File: config.mk
export PLATFORM = sky130hd
export DESIGN_NAME = modulation_timer
export DESIGN_NICKNAME = d
export VERILOG_FILES = /design/src/rtl/modulation_timer.sv
export SDC_FILE = /design/constraint.sdc
export NUM_CORES = 1
export LEC_CHECK = 0
export ABC_AREA = 1
export CAP_MARGIN = 5
export CORE_ASPECT_RATIO = 0.5
export CORE_UTILIZATION = 40
export DETAILED_ROUTE_END_ITERATION = 10
export SLEW_MARGIN = 20
export SYNTH_ARGS = -nofsm -noshare
export SYNTH_HDL_FRONTEND = slang
export SYNTH_SLANG_ARGS = --single-unit
File: constraint.sdc
create_clock -name clk -period 3.68 [get_ports clk]
set_input_delay 0.552 -clock clk [delete_from_list [all_inputs] [get_ports clk]]
set_output_delay 0.552 -clock clk [all_outputs]
set_load 0.02 [all_outputs]
File: src/rtl/modulation_timer.sv
// ---------------------------------------------------------------------------
// modulation_timer
//
// Produces the per-segment modulation sync index
//     sync_idx[i] = floor(sys_time / freq_div[i]) mod (cycle[i] + 1)
// for the modulation swapchain. A single shared restoring divider is
// time-multiplexed round-robin over the segments. Each segment computation
// takes 116 cycles:
//     LATCH (1) -> DIV_Q (57) -> DIV_R (57) -> COMMIT (1)
// A zero divider skips both divisions and commits 0 two cycles after LATCH.
//
// Ports
//   clk             system clock (sys_time advances on it)
//   rst_n           asynchronous active-low reset
//   sys_time        57-bit unsigned system time
//   update_settings one-cycle strobe: load shadows, abort, restart at seg 0
//   cycle[i]        last index of segment i (length = cycle + 1)
//   freq_div[i]     sys_time ticks per index step (0 forces index 0)
//   sync_idx[i]     registered index of segment i
//   idx_valid       one-cycle pulse per committed index
//   idx_seg         segment committed while idx_valid is high
// ---------------------------------------------------------------------------
module modulation_timer #(
    parameter int NumSegment = 2,
    localparam int SegW = (NumSegment > 1) ? $clog2(NumSegment) : 1
) (
    input  logic                         clk,
    input  logic                         rst_n,
    input  logic [56:0]                  sys_time,
    input  logic                         update_settings,
    input  logic [NumSegment-1:0][15:0]  cycle,
    input  logic [NumSegment-1:0][15:0]  freq_div,
    output logic [NumSegment-1:0][15:0]  sync_idx,
    output logic                         idx_valid,
    output logic [SegW-1:0]              idx_seg
);

    typedef enum logic [1:0] {
        ST_LATCH  = 2'd0,
        ST_DIV_Q  = 2'd1,
        ST_DIV_R  = 2'd2,
        ST_COMMIT = 2'd3
    } state_t;

    localparam logic [5:0] LastBit = 6'd56;

    state_t           state_reg;
    state_t           state_next;
    logic [SegW-1:0]  seg_reg;

    logic [15:0]      cyc_s [NumSegment];
    logic [15:0]      div_s [NumSegment];

    // work_reg holds the dividend being shifted out MSB first; quotient bits
    // shift in at the LSB, so after DIV_Q it holds q, the dividend of DIV_R.
    logic [56:0]      work_reg;
    logic [16:0]      rem_reg;
    logic [15:0]      d_reg;
    logic [16:0]      m_reg;
    logic [5:0]       bit_cnt_reg;
    logic             idx_valid_reg;
    logic [SegW-1:0]  idx_seg_reg;

    logic             latch_en;
    logic             step_en;
    logic             commit_en;
    logic             last_bit;

    logic [17:0]      divisor;
    logic [17:0]      shifted;
    logic             q_bit;
    logic [16:0]      rem_step;

    assign last_bit = (bit_cnt_reg == LastBit);

    // -----------------------------------------------------------------------
    // Per-segment shadow registers and output index registers
    // -----------------------------------------------------------------------
    for (genvar gi = 0; gi < NumSegment; gi++) begin : g_seg
        logic [15:0] cyc_s_reg;
        logic [15:0] div_s_reg;
        logic [15:0] idx_reg;

        always_ff @(posedge clk or negedge rst_n) begin
            if (!rst_n) begin
                cyc_s_reg <= '0;
                div_s_reg <= '0;
                idx_reg   <= '0;
            end else begin
                if (update_settings) begin
                    cyc_s_reg <= cycle[gi];
                    div_s_reg <= freq_div[gi];
                end
                if (commit_en && (seg_reg == SegW'(gi))) begin
                    idx_reg <= rem_reg[15:0];
                end
            end
        end

        assign cyc_s[gi]    = cyc_s_reg;
        assign div_s[gi]    = div_s_reg;
        assign sync_idx[gi] = idx_reg;
    end

    // -----------------------------------------------------------------------
    // FSM: state register
    // -----------------------------------------------------------------------
    always_ff @(posedge clk or negedge rst_n) begin
        if (!rst_n) begin
            state_reg <= ST_LATCH;
        end else begin
            state_reg <= state_next;
        end
    end

    // -----------------------------------------------------------------------
    // FSM: next-state logic. A settings update aborts from any state.
    // -----------------------------------------------------------------------
    always_comb begin
        state_next = state_reg;
        if (update_settings) begin
            state_next = ST_LATCH;
        end else begin
            case (state_reg)
                ST_LATCH:  state_next = (div_s[seg_reg] == 16'd0) ? ST_COMMIT : ST_DIV_Q;
                ST_DIV_Q:  if (last_bit) state_next = ST_DIV_R;
                ST_DIV_R:  if (last_bit) state_next = ST_COMMIT;
                ST_COMMIT: state_next = ST_LATCH;
                default:   state_next = ST_LATCH;
            endcase
        end
    end

    // -----------------------------------------------------------------------
    // FSM: outputs. The abort suppresses every action, including a commit.
    // -----------------------------------------------------------------------
    always_comb begin
        latch_en  = 1'b0;
        step_en   = 1'b0;
        commit_en = 1'b0;
        if (!update_settings) begin
            case (state_reg)
                ST_LATCH:           latch_en  = 1'b1;
                ST_DIV_Q, ST_DIV_R: step_en   = 1'b1;
                ST_COMMIT:          commit_en = 1'b1;
                default:            ;
            endcase
        end
    end

    // -----------------------------------------------------------------------
    // Shared restoring divider step. The partial remainder always stays
    // below the divisor (<= 0x10000), so 17 stored bits suffice; the shifted
    // trial value needs 18.
    // -----------------------------------------------------------------------
    always_comb begin
        divisor  = (state_reg == ST_DIV_Q) ? {2'b00, d_reg} : {1'b0, m_reg};
        shifted  = {rem_reg, work_reg[56]};
        q_bit    = (shifted >= divisor);
        rem_step = q_bit ? 17'(shifted - divisor) : shifted[16:0];
    end

    // -----------------------------------------------------------------------
    // Datapath
    // -----------------------------------------------------------------------
    always_ff @(posedge clk or negedge rst_n) begin
        if (!rst_n) begin
            seg_reg       <= '0;
            work_reg      <= '0;
            rem_reg       <= '0;
            d_reg         <= '0;
            m_reg         <= '0;
            bit_cnt_reg   <= '0;
            idx_valid_reg <= 1'b0;
            idx_seg_reg   <= '0;
        end else begin
            idx_valid_reg <= commit_en;

            if (update_settings) begin
                seg_reg <= '0;
            end

            if (latch_en) begin
                work_reg    <= sys_time;
                d_reg       <= div_s[seg_reg];
                // Extend before adding so 0xFFFF + 1 becomes 0x10000.
                m_reg       <= {1'b0, cyc_s[seg_reg]} + 17'd1;
                // A zero divider commits straight from this cleared value.
                rem_reg     <= '0;
                bit_cnt_reg <= '0;
            end

            if (step_en) begin
                work_reg    <= {work_reg[55:0], q_bit};
                bit_cnt_reg <= last_bit ? 6'd0 : bit_cnt_reg + 6'd1;
                // The first division's remainder is discarded; the second
                // division starts from a clean partial remainder.
                if (last_bit && (state_reg == ST_DIV_Q)) begin
                    rem_reg <= '0;
                end else begin
                    rem_reg <= rem_step;
                end
            end

            if (commit_en) begin
                idx_seg_reg <= seg_reg;
                seg_reg     <= (seg_reg == SegW'(NumSegment - 1)) ? '0 : seg_reg + 1'b1;
            end
        end
    end

    assign idx_valid = idx_valid_reg;
    assign idx_seg   = idx_seg_reg;

endmodule

**After elaboration in Yosys (flattened, before gate mapping)**

Index checks and enable logic that the tools add are counted.

- Flip-flop bits (word level): 214
- Output and inout bits: 34
- Logic and storage cells: 68

- Add/sub/neg operators: 4
- $lt $le $gt $ge: 2
- Eq/ne operators: 6
- Muxes and demuxes: 30
- Bitwise gates (word level): 2
- Reduce and logical (&&, ||, !) cells: 9

Operators with widths:

| cell | number |
|---|---|
| $mux W57 | 2 |
| $mux W16 | 6 |
| $mux W17 | 5 |
| $ge A18 B17 Y1 | 1 |
| $mux W6 | 3 |
| $add A16 B1 Y17 const B | 1 |
| $sub A17 B17 Y17 | 1 |
| $logic_not A16 Y1 | 1 |
| $mux W1 | 9 |
| $mux W2 | 4 |
| $pmux W2 S4 | 1 |
| $add A6 B1 Y6 const B | 1 |
| $eq A6 B6 Y1 const B | 1 |
| $ne A3 B3 Y1 const B | 2 |
| $eq A2 B2 Y1 const B | 2 |
| $reduce_bool A2 Y1 | 2 |
| $logic_and A1 B1 Y1 | 3 |
| $eq A2 B1 Y1 const B | 1 |
| $ge A2 B2 Y1 const B | 1 |
| $logic_not A2 Y1 | 1 |
| $not A1 Y2 | 1 |
| $reduce_and A2 Y1 | 1 |
| $reduce_or A2 Y1 | 1 |
| $add A1 B1 Y1 const B | 1 |
| $not A1 Y1 | 1 |

**Logic depth before layout (Yosys ltp)**

Gate-level depths: netlist of the first run.

- Word-level depth: 8
- Mapped depth: 19
- Mapped depth without buffers: 18

**Worst setup path before layout of the first run**

No wires, ideal clock.

- Path type: register -> register
- Start: reg state_reg[1]
- End: reg rem_reg[8]
- Setup time: 127 ps
- Arrival: 2498 ps
- Required time: 3553 ps
- Setup slack: 1056 ps
- Stages on the path, launching flop included: 18
- Path buffers: 3
- Period minus slack after synthesis: 2624 ps
- Cells stage by stage: dfrtp_1 > inv_1 > ha_1 > clkbuf_1 > buf_2 > mux2i_1 > ha_1 > nand2_1 > inv_2 > nand2_1 > nand2_1 > nand2_1 > nand2_1 > nor2_4 > buf_4 > nand3_1 > nand3_1 > o21ai_0

- Word-level cells in the longest chain between the ends: 6
- Elaborated cells between the ends (all ways): 16
- Those cells by class: add/sub: 1; order compare: 1; eq/ne: 2; mux: 8; reduce/logical: 4

RTL lines:

| element | RTL line | source |
|---|---|---|
| start: declaration | 47 | `state_t state_reg;` |
| start signal: assignment | 112 | `state_reg <= state_next;` |
| $eq A2 B1 Y1 | 142, 157, 198 |  |
| $mux W17 | 157 | `divisor = (state_reg == ST_DIV_Q) ? {2'b00, d_reg} : {1'b0, m_reg};` |
| $sub A17 B17 Y17 or $ge A18 B17 Y1 (tied branches) | 160, 159 |  |
| $mux W17 | 160 | `rem_step = q_bit ? 17'(shifted - divisor) : shifted[16:0];` |
| $mux W17 | 198 | `if (last_bit && (state_reg == ST_DIV_Q)) begin` |
| $mux W17 | 193 | `if (step_en) begin` |
| end signal: assignment | 201 | `rem_reg <= rem_step;` |
| end: declaration | 57 | `logic [16:0] rem_reg;` |

Parallel ways exist; a longest one is shown, timed or not.
A chain may end at the register's enable or synchronous reset.

**Worst setup path after layout of the first run**

- Start: reg state_reg[1]
- End: reg rem_reg[6]

Same word-level chain as after synthesis.

==> metrics.cfg, run 1 <==
[timing]
finalWorstPathRequiredPeriod_ps = 3230
clock.fmax_ghz = 0.309
setup_violations = 0
worst_slew_pin_slew_ps = 979
period_share_pct = 87.9
hold_violations = 0
fin_ws_ps = 446
finalMaxSlewViolations = 0
skew_ps = 12.5
slew_headroom_pct = 34.7
rsz0062_at_grt = no
setup-tns-final_ps = 0

[status]
run_status = finished clean

[power_and_ir_drop]
pwr-share-seq_pct = 30.8
clockPowerShare_pct = 20.0
p_sw_uw = 5040
power.density_mw_per_mm2 = 847
p_leak_uw = 0.00659
swShare_pct = 43.8
internal-power_uw = 6470
vdd_drop_max_mv = 0.382
combPwrFrac_pct = 49.1

[cells_and_area]
utilization_pct = 50.7
synthToLayoutAreaGrowth_pct = 22.5
final_cell_mix = nand2_1 (402), dfrtp_1 (213), inv_1 (178)
final_layout_size_suffix_gt1_share_pct = 7.21
diodes = 0
layout_commonest_cell = nand2_1
fillers = 2614
largest_register_ffs = 57
num-nets-final = 1675

[routing]
viasPerCell = 4.95
ant_nets = 0
firstDrtPassIters = 5
drc = 0
wl_mm = 29.2
vias = 9372
drtIter0Drc = 669
wl_per_cell_um = 15.4

[logic_synthesis]
synth-seq-cells = 214
synth_top_family_by_area = simple AND/OR/NAND/NOR gates
syn_area_per_cell_um2 = 7.91
postSynthCellCount = 1400
synthMuxAreaShare_pct = 0.904
synth_fa_ha_area_share_pct = 2.89
synth_compound_area_share_pct = 15.6
synth_top_area_cell = dfrtp_1
post_synth_xor_area_fraction_pct = 1.11
yosysWarnings = 0
synthTopCellsByArea = dfrtp_1 (48%), nand2_1 (14%), o21ai_0 (7.0%), inv_1 (6.0%), a21oi_1 (5.5%)
yosys.area_share.simple_pct = 21.6
syn_area_mm2 = 0.0111
synth_fp_nets = 1549
ys_seq_area_share_pct = 48.3
synth_cell_types = 46
synth.top_cell.area_share_pct = 48.3

[global_routing]
grt_pass1_vias = 8970
antenna_found_initial = 0
grt_max_degree = 113
grt_first_pass_wirelength_mm = 47.4
grt_usage_pct = 21.0
overflow = 0

[cts]
cts_made_buffers = 21
clkTransAtPathRegs_ps = 70
cts.hold.buffers_added = 0
clk-insertion-delay-late_ps = 520
clock_tree.root_cell = clkbuf_16
cts_setup_buffers = 0
h-tree-depth = 1
cts_tree = yes
post_cts_resized = 0
cts_buffer_depth = 3
clock-sinks = 214

[critical_path]
cp.arrival_ps = 3670
crit_required_ps = 4120
r2r-start = state_reg[1]
r2r-end = rem_reg[6]
startpoint_type = register
crit_fanout = 19
slowest_delay_ps = 400
critPathTopFamily = simple AND/OR/NAND/NOR gates
end_kind = register
slowest_stage = dfrtp_1
reg2regPathDepth = 16
crit_path_frequent_cell = nand2_1
worstSetupPathType = reg -> reg
path_cells = inv_1 > ha_1 > buf_4 > mux2i_1 > ha_1 > nand2_1 > inv_2 > nand2_1 > nand2_1 > nand2_1 > nand2_1 > nor2_4 > nand2_4 > nand2_1 > nand3_1 > o21ai_0
reg2reg_slack_ps = 450
crit_buf_inv = 3

[die]
dieArea_mm2 = 0.0284
core_area_mm2 = 0.0268
die_w_um = 237
start_util_pct = 41.3
ios = 158
rows = 42
die_y_um = 120

[min_path]
min_path_type = in -> async

[place]
port_buffers = 157
place_worst_setup_slack_ps = 453
gp_congestion = 0.895
hpwl_mm = 21.6

[job]
drv_cap = 0

logic make-up after synthesis:
group / Yosys count
compound gates: 325
xor+xnor: 14
fa+ha+maj: 25
buf+inv: 253
flops: 214
mux: 10
simple gates: 559
layout make-up:
cell class                      count  area (um2)  area share, %
Sequential cell                   214        5360           39.5
Multi-Input combinational cell    933        4660           34.3
Timing Repair Buffer              170        1690           12.5
Inverter                          186         706           5.20
Clock buffer                       30         599           4.41
Tap cell                          352         440           3.24
Clock inverter                      7         119          0.876
power by group through the flow:
stage               registers, uW  logic (uW)  clock network (uW)
floorplan                    3550        4100                   0
global placement             3580        5590                   0
detailed placement           3580        5630                   0
CTS                          3550        5660                2370
global route                 3630        6340                2460
finish                       3540        5650                2310
Yosys cell counts (all sizes together):
master,count
inv,186
o211ai,1
nand4,4
dfrtp,214
nand2,417
and2,1
a31oi,2
a21oi,122
nand3,77
o21ai,193
buf,25
xnor2,9
o21a,1
nor3,5
fa,1
nor2,49
a32o,1
o22ai,2
ha,24
clkbuf,42
or2,5
a22oi,2
mux2i,10
o31ai,1
nand3b,1
xor2,5
how the worst max path moves through the flow:
stage | to | cells after the start | slack (ps) | start
floorplan | rem_reg[8] | 17 | 1060 | state_reg[1]
global placement | rem_reg[0] | 14 | 600 | state_reg[1]
detailed placement | rem_reg[4] | 14 | 450 | state_reg[1]
CTS | rem_reg[6] | 14 | 430 | state_reg[1]
global route | rem_reg[0] | 14 | 210 | state_reg[1]
finish | rem_reg[6] | 16 | 450 | state_reg[1]
metal layers:
layer  vias to the layer above  track usage, %  wire, um
met5                         -               0         0
met4                         0            3.35       363
met3                        27            4.37      1800
met2                       209            32.0     12500
met1                      4416            31.0     14500
li1                       4720               -         -
worst reg2reg max path: cells and delay by family (launching register included):
| family | cells | cell delay, ps |
|---|---|---|
| multiplexers | 1 | 290 |
| flip-flops | 1 | 400 |
| buffers and inverters | 3 | 450 |
| AND/OR/NAND/NOR | 9 | 1240 |
| AO/OA/AOI/OAI | 1 | 100 |
| adder cells (fa/ha/maj) | 2 | 660 |
per-stage QoR:
step / std cells / instance area [um2] / power (uW) / hold WS (ps)
6_report: 1892 / 13600 / 11500 / 15.6
5_1_grt: 1892 / 13600 / 12400 / 49.0
4_1_cts: 1892 / 13600 / 11600 / 36.5
3_5_place_dp: 1855 / 12900 / 9210 / 454
3_3_place_gp: 1855 / 12900 / 9170 / 453
2_1_floorplan: 1400 / 11100 / 7640 / 256
(Power assumes the default switching activity.)
==> inputs of run 2 (changes only) <==
--- a/config.mk
+++ b/config.mk
@@ -8,8 +8,9 @@
 export ABC_AREA = 1
 export CAP_MARGIN = 5
 export CORE_ASPECT_RATIO = 0.5
-export CORE_UTILIZATION = 40
+export CORE_UTILIZATION = 45
 export DETAILED_ROUTE_END_ITERATION = 10
+export PLACE_DENSITY = 0.68
 export SLEW_MARGIN = 20
 export SYNTH_ARGS = -nofsm -noshare
 export SYNTH_HDL_FRONTEND = slang
==> run 2 against run 1 <==
Net effect: register-to-register slack got worse by 100 ps; non-clock buffer count decreased by 2; core utilization increased by 5.5 points; clock power decreased by 3%; critical path type unchanged; critical endpoint is now rem_reg[4]; largest power group unchanged.
==> metrics.cfg, run 2 (synthesis results as in run 1) <==
[timing]
clock.fmax_ghz = 0.300  ; -3.0%
worst_slew_pin_slew_ps = 1030  ; +48.2 ps
finalWorstPathRequiredPeriod_ps = 3330  ; +99.7 ps
hold_violations = 0  ; unchanged
setup_violations = 0  ; unchanged
period_share_pct = 90.6  ; +2.7 points
setup-tns-final_ps = 0  ; unchanged
finalMaxSlewViolations = 0  ; unchanged
slew_headroom_pct = 31.4  ; -3.3 points
skew_ps = 17.7  ; +5.20 ps
rsz0062_at_grt = no

[routing]
viasPerCell = 4.94  ; -0.19%
firstDrtPassIters = 7  ; +2
drtIter0Drc = 631  ; -5.7%
wl_mm = 28.1  ; -3.7%
wl_per_cell_um = 15.0  ; -2.8%
ant_nets = 0  ; unchanged
drc = 0  ; unchanged
vias = 9265  ; -1.1%

[power_and_ir_drop]
power.density_mw_per_mm2 = 837  ; -1.2%
power_uw = 11300  ; -1.7%
vdd_drop_max_mv = 0.339  ; -11%
p_leak_uw = 0.00658  ; -0.17%

[global_routing]
grt_usage_pct = 23.0  ; +2.0 points
overflow = 0  ; unchanged
antenna_found_initial = 0  ; unchanged
grt_first_pass_wirelength_mm = 46.3  ; -2.3%
grt_max_degree = 113  ; unchanged
grt_pass1_vias = 9020  ; +0.56%

[die]
start_util_pct = 46.0  ; +4.7 points
ios = 158  ; unchanged
die_w_um = 224  ; -5.7%
core_area_mm2 = 0.0241  ; -10%
die_y_um = 113  ; -5.6%
rows = 40  ; -4.8%
dieArea_mm2 = 0.0253  ; -11%

[place]
gp_congestion = 0.855  ; -4.5%
post_dp_cell_area_mm2 = 0.0128  ; -0.37%
hpwl_mm = 20.5  ; -5.0%
dpl.cell_count = 1837  ; -0.97%
port_buffers = 157  ; unchanged

[critical_path]
end_kind = register
crit_required_ps = 4090  ; -30 ps
cp.arrival_ps = 3740  ; +70 ps
worstSetupPathType = reg -> reg
crit_start = state_reg[1]
startpoint_type = register
reg2reg_slack_ps = 350  ; -100 ps
crit_fanout = 19  ; unchanged
r2r-start = state_reg[1]

[cells_and_area]
final_cell_mix = nand2_1 (402), dfrtp_1 (213), inv_1 (178)
synthToLayoutAreaGrowth_pct = 21.9
num-nets-final = 1673  ; -0.12%
diodes = 0  ; unchanged
layout_commonest_cell = nand2_1
largest_register_ffs = 57  ; unchanged
design_area_mm2 = 0.0135  ; -0.51%
final_layout_size_suffix_gt1_share_pct = 7.15  ; -0.056 points
finalNonFillerCells = 1874  ; -0.95%

[min_path]
min_path_type = in -> async

[job]
drv_cap = 0  ; unchanged

[cts]
cts_tree = yes
clk-insertion-delay-late_ps = 520  ; about the same
cts_buffer_depth = 3  ; unchanged
h-tree-depth = 1  ; unchanged
clkTransAtPathRegs_ps = 70  ; about the same
clock_tree.root_cell = clkbuf_16
cts.hold.buffers_added = 0  ; unchanged
cts_setup_buffers = 0  ; unchanged
cts_made_buffers = 21  ; unchanged
post_cts_resized = 0  ; unchanged
clock-sinks = 214  ; unchanged

[status]
run_status = finished clean

run 2: changes by cell type in the layout (fill, tap and decap cells not counted), sizes merged:
cell      delta
buf          -2
clkinvlp     -2
clkbuf       -3
clkinv       +5
run 2: cell type report:
| cell class | instances | area [um2] |
|---|---|---|
| clock buffers | 27 | 568 |
| clock inverters | 10 | 129 |
| fillers | 2274 | 10600 |
| inverters | 186 | 706 |
| multi-input cells | 933 | 4660 |
| flip-flops and latches | 214 | 5360 |
| well taps | 336 | 420 |
| repair buffers | 168 | 1670 |
run 2: final timing paths:
kind,end,cells after the start
worst max register to register,rem_reg[4],16
worst min register to register,g_seg[1].div_s_reg[13],2
worst max-delay path,rem_reg[4],16
worst min-delay path,g_seg[1].idx_reg[9],1
max in group asynchronous,work_reg[42],2
min in group clk,g_seg[1].cyc_s_reg[4],4
run 2: power by group:
group          leakage (uW)  switching [uW]  internal, uW
clock              0.000348             925          1300
sequential          0.00262             396          3130
combinational       0.00361            3570          1980
total               0.00658            4890          6410
run 2: routing by layer:
metal	GRT usage (%)	wire length, um
met1	32.8	13800
met2	35.8	12300
met3	5.48	1540
met4	4.43	429
met5	0	0
run 2: per-stage QoR:
step | util (%) | setup WS (ps) | hold WS (ps)
2_1_floorplan | - | 1060 | 256
3_5_place_dp | 53.2 | 398 | 455
5_1_grt | 56.1 | 23.2 | 139
3_3_place_gp | 53.2 | 433 | 452
6_report | 56.1 | 346 | 73.7
4_1_cts | 56.1 | 382 | 110
run 2: critical path: stages (launching register included):
cell     delay (ps)
dfrtp_1         390
inv_1           100
ha_1            250
buf_4           310
mux2i_1         420
ha_1            370
nand2_1         100
inv_1            50
nand2_1          80
inv_1            40
nand2_1          50
nand2_1          80
nor2_4          410
nand2_4         280
nand2_1         130
nand3_1          60
o21ai_0         110
==> inputs of run 3 (changes only) <==
--- a/config.mk
+++ b/config.mk
@@ -6,10 +6,10 @@
 export NUM_CORES = 1
 export LEC_CHECK = 0
 export ABC_AREA = 1
-export CAP_MARGIN = 5
 export CORE_ASPECT_RATIO = 0.5
 export CORE_UTILIZATION = 45
 export DETAILED_ROUTE_END_ITERATION = 10
+export MAX_ROUTING_LAYER = met4
 export PLACE_DENSITY = 0.68
 export SLEW_MARGIN = 20
 export SYNTH_ARGS = -nofsm -noshare
==> run 3 against run 2 <==
Net effect: die area stayed put; first-iteration DRC count grew 3.8%; sequential cell count did not move; critical path type unchanged; critical endpoint is now rem_reg[11]; largest cell class unchanged.
==> metrics.cfg, run 3 (synthesis results as in run 1) <==
[cells_and_area]
design_area_mm2 = 0.0135  ; -0.13%
num-nets-final = 1676  ; +0.18%
fillers = 2265  ; -0.40%
layout_commonest_cell = nand2_1
largest_register_ffs = 57  ; unchanged
final_layout_size_suffix_gt1_share_pct = 7.15  ; unchanged
final_cell_mix = nand2_1 (402), dfrtp_1 (213), inv_1 (178)
synthToLayoutAreaGrowth_pct = 21.8
diodes = 0  ; unchanged

[timing]
worst_slew_pin_slew_ps = 1020  ; -10.3 ps
setup_violations = 0  ; unchanged
period_share_pct = 91.2  ; +0.63 points
fin_ws_ps = 323  ; -23.0 ps
setup-tns-final_ps = 0  ; unchanged
hold_violations = 0  ; unchanged
finalWorstPathRequiredPeriod_ps = 3360  ; +23.0 ps
slew_headroom_pct = 32.2  ; +0.79 points
skew_ps = 10.2  ; -7.46 ps
rsz0062_at_grt = no
finalMaxSlewViolations = 0  ; unchanged
clock.fmax_ghz = 0.298  ; -0.69%

[critical_path]
r2r-end = rem_reg[11]
end_kind = register
crit_fanout = 21  ; +2
cp.arrival_ps = 3800  ; +60 ps
r2r-start = state_reg[1]
worstSetupPathType = reg -> reg
critPathTopFamily = simple AND/OR/NAND/NOR gates
reg2reg_slack_ps = 320  ; -20 ps
crit_required_ps = 4120  ; +30 ps
crit_path_frequent_cell = nand2_1
startpoint_type = register
crit_buf_inv = 3  ; -1
slowest_delay_ps = 540  ; +120 ps
slowest_stage = mux2i_1
path_cells = inv_1 > ha_1 > buf_4 > mux2i_1 > ha_1 > nand2_1 > inv_2 > nand2_1 > nand2_1 > nand2_1 > nand2_1 > nor2_4 > nand2_4 > nand3_2 > nand3_1 > nand2_1
reg2regPathDepth = 16  ; unchanged

[min_path]
min_path_type = in -> async

[place]
post_dp_cell_area_mm2 = 0.0128  ; about the same
gp_congestion = 0.865  ; +1.2%
place_worst_setup_slack_ps = 164  ; -235 ps
hpwl_mm = 21.0  ; +2.2%
port_buffers = 157  ; unchanged

[cts]
clk-insertion-delay-late_ps = 520  ; about the same
cts_buffer_depth = 3  ; unchanged
cts.hold.buffers_added = 0  ; unchanged
clkTransAtPathRegs_ps = 70  ; about the same
cts_tree = yes
clock_tree.root_cell = clkbuf_16
h-tree-depth = 1  ; unchanged
clock-sinks = 214  ; unchanged
cts_made_buffers = 21  ; unchanged

[global_routing]
grt_usage_pct = 24.0  ; +1.1 points
grt_max_degree = 113  ; unchanged
antenna_found_initial = 0  ; unchanged
grt_first_pass_wirelength_mm = 47.1  ; +1.6%
overflow = 0  ; unchanged
grt_pass1_vias = 9250  ; +2.5%

[job]
drv_cap = 0  ; unchanged

[routing]
wl_mm = 28.5  ; +1.4%
viasPerCell = 4.98  ; +0.77%
wl_per_cell_um = 15.2  ; +1.4%
drtIter0Drc = 655  ; +3.8%
firstDrtPassIters = 4  ; -3
drc = 0  ; unchanged
ant_nets = 0  ; unchanged
vias = 9336  ; +0.77%

[die]
rows = 40  ; unchanged
die_w_um = 224  ; unchanged
start_util_pct = 46.0  ; unchanged
ios = 158  ; unchanged
dieArea_mm2 = 0.0253  ; unchanged
die_y_um = 113  ; unchanged
core_area_mm2 = 0.0241  ; unchanged

[power_and_ir_drop]
power.density_mw_per_mm2 = 833  ; -0.41%
vdd_drop_max_mv = 0.347  ; +2.4%
p_leak_uw = 0.00656  ; -0.18%

[status]
run_status = finished clean

-- run 3: layout make-up --
type	instances	area, um2	area share, %
clock buffers	32	627	4.65
clock inverters	2	13.8	0.102
inverters	186	706	5.23
multi-input cells	933	4670	34.6
flip-flops and latches	214	5360	39.7
well taps	336	420	3.12
repair buffers	171	1700	12.6
-- run 3: where the power goes --
part	switching [uW]	total [uW]	internal, uW
registers	390	3520	3130
logic	3630	5650	2020
clock network	905	2070	1170
-- run 3: metrics by stage --
stage	std cells	total power (uW)	util, %	hold WS, ps
after floorplan	1400	7640	-	256
after global placement	1837	9070	53.3	451
after detailed placement	1837	9180	53.3	458
after CTS	1871	11300	55.9	142
after global routing	1874	12300	56.0	156
final	1874	11200	56.0	121
-- run 3: per-layer routing --
layer  part of all wire [%]  up-vias  global-route usage [%]
met5                      0        -                       -
met4                    1.5        0                    4.29
met1                     48     4429                    32.8
met3                    4.7       32                    4.93
li1                       -     4708                       -
met2                     45      167                    37.5
-- run 3: worst max-delay path by stage --
stage                            start     endpoint  slack (ps)  depth (start not counted)
final                     state_reg[1]  rem_reg[11]         320                         16
after detailed placement  state_reg[1]   rem_reg[6]         160                         16
after floorplan           state_reg[1]   rem_reg[8]        1060                         17
after CTS                 state_reg[1]   rem_reg[6]         150                         16
after global placement    state_reg[1]  rem_reg[15]         170                         16
after global routing      state_reg[1]   rem_reg[5]          80                         16
-- run 3: timing repair --
item                                    4_1_cts  5_1_grt
gates resized for setup                       0        1
endpoints found under the setup margin        0       17
setup buffers                                 0        3
